--- src/rtl/spi_reg_pkg.sv ---
// Shared definitions for the SPI register responder: frame layout constants
// and the frame-decoder state encoding.
package spi_reg_pkg;

    localparam int   SPI_BYTE_W = 8;
    localparam int   SPI_RW_BIT = 7;
    localparam logic SPI_READ   = 1'b1;

    typedef enum logic [2:0] {
        S_IDLE    = 3'd0,
        S_ADDR    = 3'd1,
        S_RD_REQ  = 3'd2,
        S_RD_LOAD = 3'd3,
        S_RD_DATA = 3'd4,
        S_WR_DATA = 3'd5,
        S_WAIT_CE = 3'd6
    } state_t;

endpackage

--- src/rtl/spi_in_sync.sv ---
// Multi-bit input synchronizer with single-cycle rise/fall pulses.
// SYNC_STAGES flops bring the signal into the clk domain, and one more flop
// holds the previous synchronized value for edge detection. All flops clear
// to 0, so a line that is already low at reset release never produces a
// spurious falling edge.
module spi_in_sync #(
    parameter int SYNC_STAGES = 2,
    parameter int W           = 1
) (
    input  logic         clk,
    input  logic         rst,
    input  logic [W-1:0] d_i,
    output logic [W-1:0] rise_o,
    output logic [W-1:0] fall_o
);

    logic [W-1:0] stage_q [SYNC_STAGES];
    logic [W-1:0] prev_q;

    // Synchronizer chain followed by the edge-detect history flop.
    always_ff @(posedge clk or posedge rst) begin
        if (rst) begin
            for (int i = 0; i < SYNC_STAGES; i++) stage_q[i] <= '0;
            prev_q <= '0;
        end else begin
            stage_q[0] <= d_i;
            for (int i = 1; i < SYNC_STAGES; i++) stage_q[i] <= stage_q[i-1];
            prev_q <= stage_q[SYNC_STAGES-1];
        end
    end

    assign rise_o = stage_q[SYNC_STAGES-1] & ~prev_q;
    assign fall_o = ~stage_q[SYNC_STAGES-1] & prev_q;

endmodule

--- src/rtl/spi_reg_slave8.sv ---
// SPI mode-0 register responder. Oversamples CE/SCLK/MOSI in the clk domain,
// decodes {R/W, addr[6:0]} + one data byte frames, drives a register-file
// port and returns read data on MISO with an output enable for the shared
// half-duplex line.
module spi_reg_slave8
    import spi_reg_pkg::*;
#(
    parameter int SYNC_STAGES = 2
) (
    input  logic       clk,
    input  logic       rst,
    input  logic       spi_ce,
    input  logic       spi_sclk,
    input  logic       spi_mosi,
    output logic       spi_miso,
    output logic       spi_oe,
    output logic [6:0] reg_addr,
    output logic       reg_wr_en,
    output logic [7:0] reg_wr_data,
    output logic       reg_rd_en,
    input  logic [7:0] reg_rd_data,
    output logic       busy,
    output logic       frame_err
);

    logic ce_rise, ce_fall, sclk_rise, sclk_fall;

    spi_in_sync #(.SYNC_STAGES(SYNC_STAGES), .W(1)) u_ce_sync (
        .clk    (clk),
        .rst    (rst),
        .d_i    (spi_ce),
        .rise_o (ce_rise),
        .fall_o (ce_fall)
    );

    spi_in_sync #(.SYNC_STAGES(SYNC_STAGES), .W(1)) u_sclk_sync (
        .clk    (clk),
        .rst    (rst),
        .d_i    (spi_sclk),
        .rise_o (sclk_rise),
        .fall_o (sclk_fall)
    );

    // MOSI needs only the level; its last stage lines up with the SCLK edge
    // detector so the bit sampled on sclk_rise is the one set up before it.
    logic [SYNC_STAGES-1:0] mosi_q;

    // MOSI synchronizer chain.
    always_ff @(posedge clk or posedge rst) begin
        if (rst) mosi_q <= '0;
        else     mosi_q <= {mosi_q[SYNC_STAGES-2:0], spi_mosi};
    end

    state_t                state_q;
    logic [2:0]            bit_cnt_q;
    logic [SPI_BYTE_W-1:0] rx_q;
    logic [SPI_BYTE_W-1:0] rx_d;
    logic [SPI_BYTE_W-1:0] tx_q;
    logic                  rd_seen_q;
    logic                  byte_done;

    assign rx_d      = {rx_q[SPI_BYTE_W-2:0], mosi_q[SYNC_STAGES-1]};
    assign byte_done = sclk_rise && (bit_cnt_q == 3'd7);

    // Frame decoder: state, shift registers and all registered outputs.
    always_ff @(posedge clk or posedge rst) begin
        if (rst) begin
            state_q     <= S_IDLE;
            bit_cnt_q   <= 3'd0;
            rx_q        <= '0;
            tx_q        <= '0;
            rd_seen_q   <= 1'b0;
            spi_miso    <= 1'b0;
            spi_oe      <= 1'b0;
            reg_addr    <= 7'd0;
            reg_wr_en   <= 1'b0;
            reg_wr_data <= 8'd0;
            reg_rd_en   <= 1'b0;
            busy        <= 1'b0;
            frame_err   <= 1'b0;
        end else begin
            reg_wr_en <= 1'b0;
            reg_rd_en <= 1'b0;
            frame_err <= 1'b0;
            case (state_q)
                S_IDLE: begin
                    if (ce_fall) begin
                        state_q   <= S_ADDR;
                        bit_cnt_q <= 3'd0;
                        busy      <= 1'b1;
                    end
                end
                S_WAIT_CE: begin
                    // A stray ce_fall here is ignored; only ce_rise ends the frame.
                    if (ce_rise) begin
                        state_q <= S_IDLE;
                        busy    <= 1'b0;
                    end
                end
                default: begin
                    if (ce_rise) begin
                        // CE released before the data byte completed.
                        state_q   <= S_IDLE;
                        spi_oe    <= 1'b0;
                        spi_miso  <= 1'b0;
                        busy      <= 1'b0;
                        frame_err <= 1'b1;
                    end else begin
                        if (sclk_rise) begin
                            bit_cnt_q <= bit_cnt_q + 3'd1;
                            if (state_q != S_RD_DATA) rx_q <= rx_d;
                        end
                        case (state_q)
                            S_ADDR: begin
                                if (byte_done) begin
                                    reg_addr <= rx_d[6:0];
                                    state_q  <= (rx_d[SPI_RW_BIT] == SPI_READ) ? S_RD_REQ : S_WR_DATA;
                                end
                            end
                            S_RD_REQ: begin
                                reg_rd_en <= 1'b1;
                                state_q   <= S_RD_LOAD;
                            end
                            S_RD_LOAD: begin
                                tx_q      <= reg_rd_data;
                                spi_oe    <= 1'b1;
                                spi_miso  <= reg_rd_data[7];
                                rd_seen_q <= 1'b0;
                                state_q   <= S_RD_DATA;
                            end
                            S_RD_DATA: begin
                                if (sclk_rise) begin
                                    rd_seen_q <= 1'b1;
                                    if (bit_cnt_q == 3'd7) begin
                                        spi_oe   <= 1'b0;
                                        spi_miso <= 1'b0;
                                        state_q  <= S_WAIT_CE;
                                    end
                                end else if (sclk_fall && rd_seen_q) begin
                                    // The fall closing the address byte arrives
                                    // before any data rise and must not shift.
                                    tx_q     <= {tx_q[SPI_BYTE_W-2:0], 1'b0};
                                    spi_miso <= tx_q[SPI_BYTE_W-2];
                                end
                            end
                            S_WR_DATA: begin
                                if (byte_done) begin
                                    reg_wr_data <= rx_d;
                                    reg_wr_en   <= 1'b1;
                                    state_q     <= S_WAIT_CE;
                                end
                            end
                            default: ;
                        endcase
                    end
                end
            endcase
        end
    end

endmodule

--- config.mk ---
export PLATFORM = sky130hd
export DESIGN_NAME = spi_reg_slave8
export DESIGN_NICKNAME = d
export VERILOG_FILES = /design/src/rtl/spi_reg_pkg.sv /design/src/rtl/spi_in_sync.sv /design/src/rtl/spi_reg_slave8.sv
export SDC_FILE = /design/constraint.sdc
export NUM_CORES = 1
export LEC_CHECK = 0
export ABC_AREA = 1
export CAP_MARGIN = 20
export CORE_UTILIZATION = 50
export DETAILED_ROUTE_END_ITERATION = 10
export PLACE_DENSITY = 0.79
export SYNTH_ARGS = -nofsm -noshare
export SYNTH_HDL_FRONTEND = slang
export SYNTH_SLANG_ARGS = --single-unit
--- constraint.sdc ---
create_clock -name clk -period 2.3 [get_ports clk]
set_clock_uncertainty 0.15 [all_clocks]
set_input_delay 0.575 -clock clk [delete_from_list [all_inputs] [get_ports clk]]
set_output_delay 0.575 -clock clk [all_outputs]
set_load 0.05 [all_outputs]
# Yosys cells after proc, flatten, opt, wreduce, memory -nomap -nowiden
# Cells that the tools add are included.
[totals] regBits=50 input_bits=13 elab_cells=112 output_inout_bits=21
[op_classes] eq_ne=22 bitwise=11 muxes=39 add_sub_neg=1 reduce_logical=19
[ops] cell="3-bit 2-to-1 mux" count=11
[ops] cell="4-bit AND reduction" count=7
[ops] cell="4-bit != test, second input constant" count=5
[ops] cell="1-bit 2-to-1 mux" count=19
[ops] cell="3-bit one-hot mux with 5 select lines" count=1
[ops] cell="7-bit 2-to-1 mux" count=2
[ops] cell="7-bit one-hot mux with 2 select lines" count=1
[ops] cell="3-bit == test, second input constant" count=4
[ops] cell="3-bit one-hot mux with 2 select lines" count=2
[ops] cell="2-bit != test, second input constant" count=5
[ops] cell="3-bit != test, second input constant" count=3
[ops] cell="1-bit NOT" count=7
[ops] cell="7-bit AND reduction" count=1
[ops] cell="7-bit nonzero test" count=1
[ops] cell="3-bit by 2-bit == test with 1-bit output, second input constant" count=2
[ops] cell="1-bit one-hot mux with 2 select lines" count=3
[ops] cell="2-bit nonzero test" count=3
[ops] cell="5-bit AND reduction" count=1
[ops] cell="1-bit AND" count=4
[ops] cell="4-bit by 3-bit != test with 1-bit output, second input constant" count=1
[ops] cell="3-bit by 1-bit adder with 3-bit output, second input constant" count=1
[ops] cell="3-bit by 1-bit == test with 1-bit output, second input constant" count=1
[ops] cell="3-bit logical NOT" count=1
[ops] cell="3-bit nonzero test" count=1
[ops] cell="other kinds (4)" count=5

# Longest topological paths before layout
[depth] ltp_word=7 ltp_mapped=9

# Hierarchy
# Synthesis repeated with hierarchy kept, for this count alone.
[unflattened] cells_unflattened=251 area_unflattened_um2=2357.3
[by_module_without_submodules] mod="spi_reg_slave8" instances=1 area_each_um2=2169.6 cells_per_inst=235
[by_module_without_submodules] mod="spi_in_sync" instances=2 area_each_um2=93.8 cells_per_inst=8

# Worst setup path before layout
# No wires, ideal clock.
[synth_timing] path_type="register to register" from="register bit_cnt_q[0]" to="register reg_wr_data[7]" period_less_slack_ns=1.637 arrival_ns=1.367 n_path_buf=1 required_time_ns=2.030 slack_ns=0.663 path_stages_with_launch=9 path_cell_list="dfrtp_1 > ha_1 > ha_1 > nand3_1 > nor3_1 > nand2_1 > buf_6 > nand2_1 > o21ai_2"
[synth_between] elab_chain_len=3
[synth_rtl] element="start: declaration" line_no="spi_reg_slave8.sv:55" text="logic [2:0] bit_cnt_q;"
[synth_rtl] element="start signal: assignment" line_no="spi_reg_slave8.sv:110" text="bit_cnt_q <= bit_cnt_q + 3'd1;"
[synth_rtl] element="3-bit == test" line_no="spi_reg_slave8.sv:63" text="assign byte_done = sclk_rise && (bit_cnt_q == 3'd7);"
[synth_rtl] element="1-bit logical AND" line_no="spi_reg_slave8.sv:63"
[synth_rtl] element="4-bit AND reduction (no source line)"
[synth_rtl] element="end signal: assignment" line_no="spi_reg_slave8.sv:148" text="reg_wr_data <= rx_d;"
[synth_rtl] element="end: declaration" line_no="spi_reg_slave8.sv:19" text="output logic [7:0] reg_wr_data,"
# No other way between the ends.
# A chain may end at the register's enable or synchronous reset.

# Worst setup path in the final report
[layout_timing] from="register reg_addr[4]" to="output reg_addr[4]"
[layout_rtl] element="start: declaration" line_no="spi_reg_slave8.sv:17" text="output logic [6:0] reg_addr,"
[layout_rtl] element="start signal: assignment" line_no="spi_reg_slave8.sv:116" text="reg_addr <= rx_d[6:0];"
# No word-level cell between the ends.

==> summary.md <==
| Metric | Value |
|---|---|
| Inst Count DP | 347 |
| Largest net degree at the start of global routing | 51 |
| Crit start category | register |
| Vias in the first global route | 1,714 |
| DR vias | 1,763 |
| Final ANT Viol Nets | 0 |
| TritonRoute pass-1 iters | 7 |
| Most crowded layer after global routing | met2 |
| Max_cap viols | 0 |
| Post-synth top area share | 0.533 |
| P_sw | 1.26 mW |
| Hold path depth | 0 |
| Cell area after placement | 2720 um2 |
| Post-synth EDFFs | 0 |
| Crit-path max cell delay | 0.81 ns |
| TritonCTS Buffers | 5 |
| Clock power frac | 0.206 |
| Nets | 317 |
| Combinational share of power | 0.396 |
| Final Cycle Share | 0.959 |
| Worst ir drop on vdd | 0.000643 V |
| CP top delay family | buffers and inverters |
| Bufs on Longest Clock Path | 2 |
| Fin Setup TNS | 0 ns |
| Post-synthesis cell count | 265 |
| Worst hold path class | register to register |
| FMAX | 454 MHz |
| Worst hold path endpoint | u_ce_sync.stage_q[0] |
| Setup bufs post-CTS | 0 |
| Yosys warns | 0 |
| Die area | 4980 um2 |
| R2R cell count | 7 |
| I/O pin count | 34 |
| Avg Cell Area, Syn | 8.86 um2 |
| Crit-path slowest cell | clkdlybuf4s50_1 |
| Register share of total power | 0.398 |
| #FFs+latches synth | 50 |
| CTS tree | done |
| Worst EP required | 1.57 ns |
| Pwr Density | 1100 nW/um2 |
| Hold Startpoint | u_ce_sync.stage_q[1] |
| Max FO, Critical Path | 2 |
| Most common cell in the netlist | nand2_1 |
| Primary FF master, synth | dfrtp_1 |
| H-tree depth | 2 |
| Clock transition at path regs | 0.09 ns |
| Post-synth ARST share | 1.00 |
| Slew margin rel. | 0.662 |
| CP bufs+invs | 1 |
| PortBufs | 33 |
| Core area | 4440 um2 |
| Crit end category | output pin |
| DRC | 8 |
| Worst r2r src | state_q[2] |
| Most frequent cells after synthesis | nand2_1 (100), dfrtp_1 (50), inv_1 (25), o21ai_2 (22), nor2_1 (16) |
| Dominant cell type by area after synthesis | dfrtp_1 |
| Antenna Cells | 0 |
| Final GP Congestion | 0.872 |
| Iteration-0 DRC Markers | 132 |
| Crit-path cells | clkdlybuf4s50_1 |
| Clk sinks | 50 |
| Final setup viols | 0 |
| Die W | 70.5 um |
| Starting density of the core | 0.528 |
| RSZ-0062 raised after global routing | no |
| Power Total | 3.12 mW |
| Routing usage on met2 | 0.298 |
| First-pass GRT wire length | 7590 um |
| Via/cell ratio | 4.97 |
| Status | finished, violations left |
| Period minus WS final | 2.21 ns |
| Design area | 2840 um2 |
| GRT overflow | 0 |
| Synth area leaders | dfrtp_1 (53%), nand2_1 (16%), o21ai_2 (8.2%) |
| Net count after synthesis | 280 |
| Internal power | 1.85 mW |
| Avg WL per Cell | 11.8 um |
| Failing checks | design-rule violations |
| GRT Overall Usage | 0.192 |
| Critical path data arrival time | 1.48 ns |
| Die height | 70.5 um |
| M3 GR Usage | 0.0342 |
| Cell Count, Final, Fillers Out | 355 |
| # rows | 24 |
| Count of cell types in the netlist | 25 |
| DP Wirelength | 2960 um |
| Static Leak | 1.42 nW |
| Drt total wl | 4190 um |
| Flop-to-flop setup slack | 0.45 ns |
| Area growth, synth to finish | 20.8% |
| FF-to-FF End | reg_addr[3] |
| Initial antenna violation count | 0 |
| Slew Viols, Final | 0 |
| Final Hold Viols | 0 |
| Met1 usage | 0.271 |
| Final core occ | 0.638 |
| CP Class | register to output pin |
| Clock latency on the worst-skew pair | 0.30 ns |
| Hold_buf cts | 0 |
| Root buf cell | clkbuf_8 |
| Post-CTS resize count | 0 |
| Fraction of layout cells with a size suffix above 1 | 0.168 |
| Switching Share | 0.405 |
| Cell area after synthesis | 2350 um2 |
| Worst slew pin tran | 0.506 ns |
| Seq/Total Area, Yosys | 0.533 |
stage by stage:
stage                     worst slack, ns  hold WS [ns]
after floorplan                     0.374         0.181
after global placement              0.437         0.183
after detailed placement            0.427         0.185
after CTS                          0.0717         0.207
after global routing               0.0520         0.221
final                              0.0950         0.204
metal layers:
layer	share of wire	up-vias
met2	0.45	37
li1	-	920
met4	0.017	0
met5	0	-
met1	0.49	797
met3	0.042	9
how the worst max path moves through the flow:
stage / cells after the start / end / slack, ns / from
floorplan: 1 / bit_cnt_q[0] / 0.37 / rst
global placement: 1 / reg_addr[4] / 0.44 / reg_addr[4]
detailed placement: 1 / reg_addr[0] / 0.43 / reg_addr[0]
CTS: 1 / reg_addr[0] / 0.07 / reg_addr[0]
global route: 1 / reg_addr[0] / 0.05 / reg_addr[0]
finish: 1 / reg_addr[4] / 0.09 / reg_addr[4]
power groups by stage:
stage | sequential (mW) | clock [mW] | combinational, mW
floorplan | 1.33 | 0 | 0.908
global placement | 1.24 | 0 | 1.22
detailed placement | 1.25 | 0 | 1.24
CTS | 1.24 | 0.669 | 1.25
global route | 1.26 | 0.693 | 1.42
finish | 1.24 | 0.642 | 1.23
kinds of logic after synthesis:
logic type,Yosys count,share of synthesized area
simple gates,148,0.281
buf+inv,34,0.0735
flops,50,0.533
compound gates,31,0.102
fa+ha+maj,2,0.0107
sequential cells by signal, summed over array words and instances (netlist names), 2 cells and up:
name                 flops
u_ce_sync.stage_q        2
bit_cnt_q                3
rx_q                     7
tx_q                     7
reg_wr_data              8
u_sclk_sync.stage_q      2
reg_addr                 7
state_q                  3
mosi_q                   2
area by class of cell:
cell class              count  area, um2
fillers                   376       1610
flip-flops and latches     50       1250
multi-input cells         181        925
repair buffers             37        370
inverters                  27        104
clock buffers               6       82.6
well taps                  52       65.1
clock inverters             2       38.8
cells in the final DEF (no fill, tap or decap), drive strengths merged, types with 3 or more instances in the layout:
| master | netlist | final |
|---|---|---|
| o21ai | 26 | 26 |
| nand3 | 17 | 17 |
| nand4 | 3 | 3 |
| a21oi | 3 | 3 |
| dfrtp | 50 | 50 |
| buf | 7 | 5 |
| clkdlybuf4s50 | 0 | 32 |
| inv | 27 | 28 |
| nand2 | 107 | 107 |
| clkbuf | 0 | 6 |
| nor2 | 17 | 17 |
(Power assumes the default switching activity.)
